### src/rtl/latch_drv_pkg.sv
// rtl/latch_drv_pkg.sv - shared types and limits for the latch gate driver
// Contents: sequence state enum, phase counter width, legal timing ranges,
// and the helper that turns a cycle count into a down-counter load value.
package latch_drv_pkg;

    typedef enum logic [1:0] {
        IDLE  = 2'd0,
        SETUP = 2'd1,
        GATE  = 2'd2,
        HOLD  = 2'd3
    } state_e;

    localparam int CNT_W = 4;

    localparam int SETUP_MIN = 0;
    localparam int SETUP_MAX = 15;
    localparam int GATE_MIN  = 1;
    localparam int GATE_MAX  = 15;
    localparam int HOLD_MIN  = 0;
    localparam int HOLD_MAX  = 15;

    // A phase lasting n cycles loads n-1 so that it ends on the zero flag.
    function automatic logic [CNT_W-1:0] ld_val(input int n);
        if (n <= 0) begin
            return '0;
        end
        return CNT_W'(n - 1);
    endfunction

endpackage

### src/rtl/latch_phase_counter.sv
// rtl/latch_phase_counter.sv - loadable down-counter timing each driver phase
// Ports:
//   clock, reset  : rising-edge clock, synchronous active-high reset
//   load_i        : load load_val_i this edge (takes priority over counting)
//   load_val_i    : value to load
//   cnt_o         : current count
//   zero_o        : count has reached zero (counter holds at zero)
module latch_phase_counter
    import latch_drv_pkg::*;
(
    input  logic             clock,
    input  logic             reset,
    input  logic             load_i,
    input  logic [CNT_W-1:0] load_val_i,
    output logic [CNT_W-1:0] cnt_o,
    output logic             zero_o
);

    logic [CNT_W-1:0] cnt_q;
    logic [CNT_W-1:0] cnt_d;

    always_comb begin
        cnt_d = cnt_q;
        if (load_i) begin
            cnt_d = load_val_i;
        end else if (cnt_q != '0) begin
            cnt_d = cnt_q - 1'b1;
        end
    end

    always_ff @(posedge clock) begin
        if (reset) begin
            cnt_q <= '0;
        end else begin
            cnt_q <= cnt_d;
        end
    end

    assign cnt_o  = cnt_q;
    assign zero_o = (cnt_q == '0);

endmodule

### src/rtl/latch_gate_driver.sv
// rtl/latch_gate_driver.sv - drives data, gate, setup and hold for a transparent latch
// Optional build macro GATE_READBACK_EN adds lat_q / rb_err readback checking.
// Ports:
//   clock, reset       : rising-edge clock, synchronous active-high reset
//   wr_valid, wr_ready : producer handshake (wr_ready is combinational)
//   wr_data            : word sampled only on the accept edge
//   lat_gate           : latch enable, transparent while high
//   lat_d              : latch data line, changes only on accept
//   busy               : write sequence in progress
//   done               : one-cycle pulse when a sequence completes
//   lat_q, rb_err      : (GATE_READBACK_EN) latch output and sticky mismatch flag
module latch_gate_driver
    import latch_drv_pkg::*;
#(
    parameter int DATA_W    = 8,
    parameter int SETUP_CYC = 1,
    parameter int GATE_CYC  = 2,
    parameter int HOLD_CYC  = 1
) (
    input  logic              clock,
    input  logic              reset,
    input  logic              wr_valid,
    output logic              wr_ready,
    input  logic [DATA_W-1:0] wr_data,
    output logic              lat_gate,
    output logic [DATA_W-1:0] lat_d,
    output logic              busy,
    output logic              done
`ifdef GATE_READBACK_EN
    ,
    input  logic [DATA_W-1:0] lat_q,
    output logic              rb_err
`endif
);

    if (SETUP_CYC < SETUP_MIN || SETUP_CYC > SETUP_MAX) begin : g_bad_setup
        $error("latch_gate_driver: SETUP_CYC out of range 0..15");
    end
    if (GATE_CYC < GATE_MIN || GATE_CYC > GATE_MAX) begin : g_bad_gate
        $error("latch_gate_driver: GATE_CYC out of range 1..15");
    end
    if (HOLD_CYC < HOLD_MIN || HOLD_CYC > HOLD_MAX) begin : g_bad_hold
        $error("latch_gate_driver: HOLD_CYC out of range 0..15");
    end

    localparam logic [CNT_W-1:0] SETUP_LD  = ld_val(SETUP_CYC);
    localparam logic [CNT_W-1:0] GATE_LD   = ld_val(GATE_CYC);
    localparam logic [CNT_W-1:0] HOLD_LD   = ld_val(HOLD_CYC);
    localparam bit               HAS_SETUP = (SETUP_CYC != 0);
    localparam bit               HAS_HOLD  = (HOLD_CYC != 0);

    state_e            state_q;
    state_e            state_d;
    logic              lat_gate_q;
    logic [DATA_W-1:0] lat_d_q;
    logic              busy_q;
    logic              done_q;

    logic              accept;
    logic              cnt_load;
    logic [CNT_W-1:0]  cnt_load_val;
    logic [CNT_W-1:0]  cnt_val;
    logic              cnt_zero;

    assign wr_ready = (state_q == IDLE) && !reset;
    assign accept   = wr_valid && wr_ready;

    latch_phase_counter u_phase_cnt (
        .clock      (clock),
        .reset      (reset),
        .load_i     (cnt_load),
        .load_val_i (cnt_load_val),
        .cnt_o      (cnt_val),
        .zero_o     (cnt_zero)
    );

    // Every timed state is entered with its length minus one and exits on zero.
    always_comb begin
        state_d      = state_q;
        cnt_load     = 1'b0;
        cnt_load_val = '0;
        case (state_q)
            IDLE: begin
                if (accept) begin
                    cnt_load = 1'b1;
                    if (HAS_SETUP) begin
                        state_d      = SETUP;
                        cnt_load_val = SETUP_LD;
                    end else begin
                        state_d      = GATE;
                        cnt_load_val = GATE_LD;
                    end
                end
            end
            SETUP: begin
                if (cnt_zero) begin
                    state_d      = GATE;
                    cnt_load     = 1'b1;
                    cnt_load_val = GATE_LD;
                end
            end
            GATE: begin
                if (cnt_zero) begin
                    if (HAS_HOLD) begin
                        state_d      = HOLD;
                        cnt_load     = 1'b1;
                        cnt_load_val = HOLD_LD;
                    end else begin
                        state_d = IDLE;
                    end
                end
            end
            HOLD: begin
                if (cnt_zero) begin
                    state_d = IDLE;
                end
            end
            default: begin
                state_d = IDLE;
            end
        endcase
    end

    // Outputs are registered from the next state so they line up with it.
    always_ff @(posedge clock) begin
        if (reset) begin
            state_q    <= IDLE;
            lat_gate_q <= 1'b0;
            lat_d_q    <= '0;
            busy_q     <= 1'b0;
            done_q     <= 1'b0;
        end else begin
            state_q    <= state_d;
            lat_gate_q <= (state_d == GATE);
            busy_q     <= (state_d != IDLE);
            done_q     <= (state_q != IDLE) && (state_d == IDLE);
            if (accept) begin
                lat_d_q <= wr_data;
            end
        end
    end

    assign lat_gate = lat_gate_q;
    assign lat_d    = lat_d_q;
    assign busy     = busy_q;
    assign done     = done_q;

`ifdef GATE_READBACK_EN
    logic rb_err_q;
    logic rb_err_d;
    logic rb_check;

    // First cycle after the gate closes: first HOLD cycle, or the done cycle
    // when there is no hold window. lat_d still holds the written word here
    // even if a new accept happens on the same edge.
    always_comb begin
        rb_check = 1'b0;
        if (HAS_HOLD) begin
            rb_check = (state_q == HOLD) && (cnt_val == HOLD_LD);
        end else begin
            rb_check = done_q;
        end
        rb_err_d = (accept ? 1'b0 : rb_err_q) | (rb_check && (lat_q != lat_d_q));
    end

    always_ff @(posedge clock) begin
        if (reset) begin
            rb_err_q <= 1'b0;
        end else begin
            rb_err_q <= rb_err_d;
        end
    end

    assign rb_err = rb_err_q;
`else
    logic unused_cnt;
    assign unused_cnt = ^cnt_val;
`endif

endmodule

### config.mk
export PLATFORM = sky130hd
export DESIGN_NAME = latch_gate_driver
export DESIGN_NICKNAME = d
export VERILOG_FILES = /design/src/rtl/latch_drv_pkg.sv /design/src/rtl/latch_phase_counter.sv /design/src/rtl/latch_gate_driver.sv
export SDC_FILE = /design/constraint.sdc
export NUM_CORES = 1
export LEC_CHECK = 0
export ABC_AREA = 0
export BUFFER_PORTS_ARGS = -buffer_cell sky130_fd_sc_hd__buf_2
export CAP_MARGIN = 40
export CORE_MARGIN = 2
export CORE_UTILIZATION = 50
export CTS_CLUSTER_DIAMETER = 80
export CTS_CLUSTER_SIZE = 12
export DETAILED_ROUTE_END_ITERATION = 8
export PLACE_DENSITY = 0.79
export SETUP_SLACK_MARGIN = 0.15
export SLEW_MARGIN = 10
export SYNTH_ARGS = -nofsm -noshare
export SYNTH_HDL_FRONTEND = slang
export SYNTH_SLANG_ARGS = --single-unit
### constraint.sdc
create_clock -name clock -period 2.15 [get_ports clock]
set_clock_uncertainty 0.1 [all_clocks]
set_input_delay 0 -clock clock [delete_from_list [all_inputs] [get_ports clock]]
set_output_delay 0 -clock clock [all_outputs]
set_load 0.005 [all_outputs]
==> impl_metrics.toml <==
[layout]
area_growth_pct = 28.2
nets = 143
diodes = 0
fin_area_mm2 = 0.00110
n_fill_cell = 113
final_cells = 141
drive_gt1_frac = 0.264

[timing]
worst_slack_ps = 237
relSlewSlack = 0.773
hold_violations = 0
tns_ps = 0
setup_violations = 0
rsz0062_at_grt = "false"
fin_crit_ps = 1910
slew_violations = 0
tightest_slew_ps = 340
layout_worst_path_cycle_share = 0.890
fmax_ghz = 0.523

[synth]
postSynthCellCount = 93
synth_commonest_cells = "nand2_1, dfxtp_1, nand3b_1"
synth_warnings = 0
ys_seq_area_frac = 0.396
syn_avg_cell_area_um2 = 9.24
syn_nets = 110
netlist.area_leader.share = 0.396
post_synth_num_cell_types = 28
yosysMostFrequentCell = "nand2_1"
synthArstFlopShare = 0
syn-cell-area_um2 = 860
yosys-top-cells-area = "dfxtp_1, ha_1, nand2_1"
synth-edff-count = 0
synth_flop_cell = "dfxtp_1"
synth_seq_cells = 17
synth_top_cell_by_area = "dfxtp_1"

[cts]
cts-root-buf = "clkbuf_4"
clk_path_buf_depth = 2
htree_levels = 1
cts_made_buffers = 3
clock_latency_ps = 280
cts_tree = "done"
clock_sinks = 17
path_clk_slew_ps = 100

[placement]
placed_cells = 128
placement.io_buffers = 22
place_ws_ps = 219
dpl_cell_area_um2 = 982
dpl.hpwl_mm = 1.18
place_congestion = 0.781

[floorplanning]
rows = 14
fp.dieArea_mm2 = 0.00207
start_util = 0.551
die_h_um = 45.5
fp.dieW_um = 45.5
io_pins = 23
core_area_mm2 = 0.00156

[run]
max_cap_viol_count = 0

[drt]
wl_per_cell_um = 12.9
dr.pass1.iters = 4
vias = 773
drc = 0
viasPerCell = 5.48
ant_nets = 0
wirelength_mm = 1.81
drtIter0Drc = 12

[min_path]
hold_class = "in -> reg"

[pwr]
power_density_mw_per_mm2 = 1450
power_switching_w = 0.000647
power_frac_comb = 0.582
seq_power_share = 0.314
leakagePower_nw = 0.520
max-vdd-ir-drop_mv = 0.667
p_clk_frac = 0.104
p_int_w = 0.000948
p_sw_frac = 0.406
finalPower_w = 0.00160

[outcome]
status = "complete, no violations"

[grt]
grt_overflow = 0
grt_use_met2 = 0.318
met1_usage = 0.258
grt_max_degree = 20
antenna_found_initial = 0
met3_usage = 0.0317
grt_busiest_layer = "met2"
grtUsageTotal = 0.199
grt_pass1_wl_mm = 3.00
grt_pass1_vias = 695

[setup_path]
r2r_end = "u_phase_cnt.cnt_o[0]"
cp_max_fo = 4
cp_slowest_cell = "or4bb_1"
endpoint_kind = "flip-flop"
r2r_start = "state_q[0]"
worst_r2r_path_depth = 6
slowest_delay_ps = 490
arrival_ps = 2020
critPathLaunchType = "flip-flop"
worstSetupStartpoint = "state_q[0]"
crit_family = "simple AND/OR/NAND/NOR gates"
path_buf_inv = 1
crit_end = "u_phase_cnt.cnt_o[0]"
required_ps = 2250
crit_chain = "inv_1, ha_1, or4bb_1, a21oi_2, nand4b_1, o31ai_1"
cp.depth = 6
crit_type = "reg -> reg"
regToRegSetupSlack_ps = 240
-- placed cells by master, fill, tap and decap left out --
master         count
buf_2             22
nand2_1           18
dfxtp_1           17
nand3b_1           9
dlygate4sd3_1      9
ha_1               6
inv_1              5
nor2_1             5
xnor2_1            3
nor4_1             3
a21oi_1            3
clkbuf_4           3
nor2b_1            2
nor3_1             2
buf_4              2
and2_1             1
nor3b_4            1
or4bb_1            1
a21oi_2            1
nand4b_1           1
o31ai_1            1
or3b_4             1
mux2i_1            1
o32ai_2            1
a2111oi_4          1
a2111o_1           1
o21ai_1            1
or3_1              1
o22ai_1            1
nor4b_2            1
clkbuf_1           1
-- worst min-delay path by stage --
stage	to	slack [ps]	depth (start not counted)	from
floorplan	lat_d[0]	-1	2	wr_data[0]
global route	state_q[1]	90	5	wr_valid
CTS	state_q[1]	50	5	wr_valid
finish	state_q[1]	50	5	wr_valid
detailed placement	lat_d[2]	90	3	wr_data[2]
global placement	lat_d[6]	80	3	wr_data[6]
-- worst register-to-register path, cell delays in order, from the launching register on --
cell	delay, ps
dfxtp_1	420
inv_1	110
ha_1	280
or4bb_1	490
a21oi_2	210
nand4b_1	130
o31ai_1	80
-- registers in the layout (all words and copies together), names as in the netlist --
name	cells
busy	1
lat_gate	1
u_phase_cnt.cnt_o	4
state_q	2
done	1
lat_d	8
-- routing by layer --
layer  wire [µm]  up-vias
met5           0        -
met4          41        0
met3          82        4
met2         880       19
met1         809      366
li1            -      384
-- cells by family (layout without fill, tap and decap cells) --
logic type | count (synthesis) | count (layout) | share of synthesized area
buffers and inverters | 10 | 42 | 0.0480
adder cells (fa/ha/maj) | 6 | 6 | 0.0873
multiplexers | 1 | 1 | 0.0116
XOR/XNOR | 3 | 3 | 0.0306
AO/OA/AOI/OAI | 10 | 10 | 0.109
flip-flops | 17 | 17 | 0.396
AND/OR/NAND/NOR | 46 | 46 | 0.317
-- what timing repair did --
| item | 4_1_cts | 5_1_grt |
|---|---|---|
| endpoints found under the hold margin | 10 | 0 |
| setup endpoints to repair | 0 | 1 |
| buffers inserted | 0 | 0 |
| hold buffers | 9 | 0 |
| resized for setup | 0 | 1 |
-- power by group through the flow --
stage / Clock [W] / Sequential (W) / Combinational, W
CTS: 0.000168 / 0.000501 / 0.000921
global route: 0.000183 / 0.000517 / 0.00102
floorplan: 0 / 0.000501 / 0.000685
detailed placement: 0 / 0.000507 / 0.000905
global placement: 0 / 0.000503 / 0.000871
finish: 0.000167 / 0.000501 / 0.000929
-- stage by stage --
step | util | hold WS, ps
CTS | 0.705 | 53.2
detailed placement | 0.630 | 89.5
floorplan | - | -1.05
global route | 0.707 | 90.5
global placement | 0.630 | 82.5
finish | 0.707 | 54.5
-- final cells by class --
| type | count | area [µm²] | area share |
|---|---|---|---|
| flip-flops and latches | 17 | 340 | 0.309 |
| multi-input cells | 66 | 482 | 0.437 |
| inverters | 5 | 18.8 | 0.0170 |
| clock buffers | 4 | 26.3 | 0.0238 |
| well taps | 16 | 20.0 | 0.0182 |
| repair buffers | 33 | 215 | 0.195 |
Note: power is estimated with default switching activity, not from simulation.
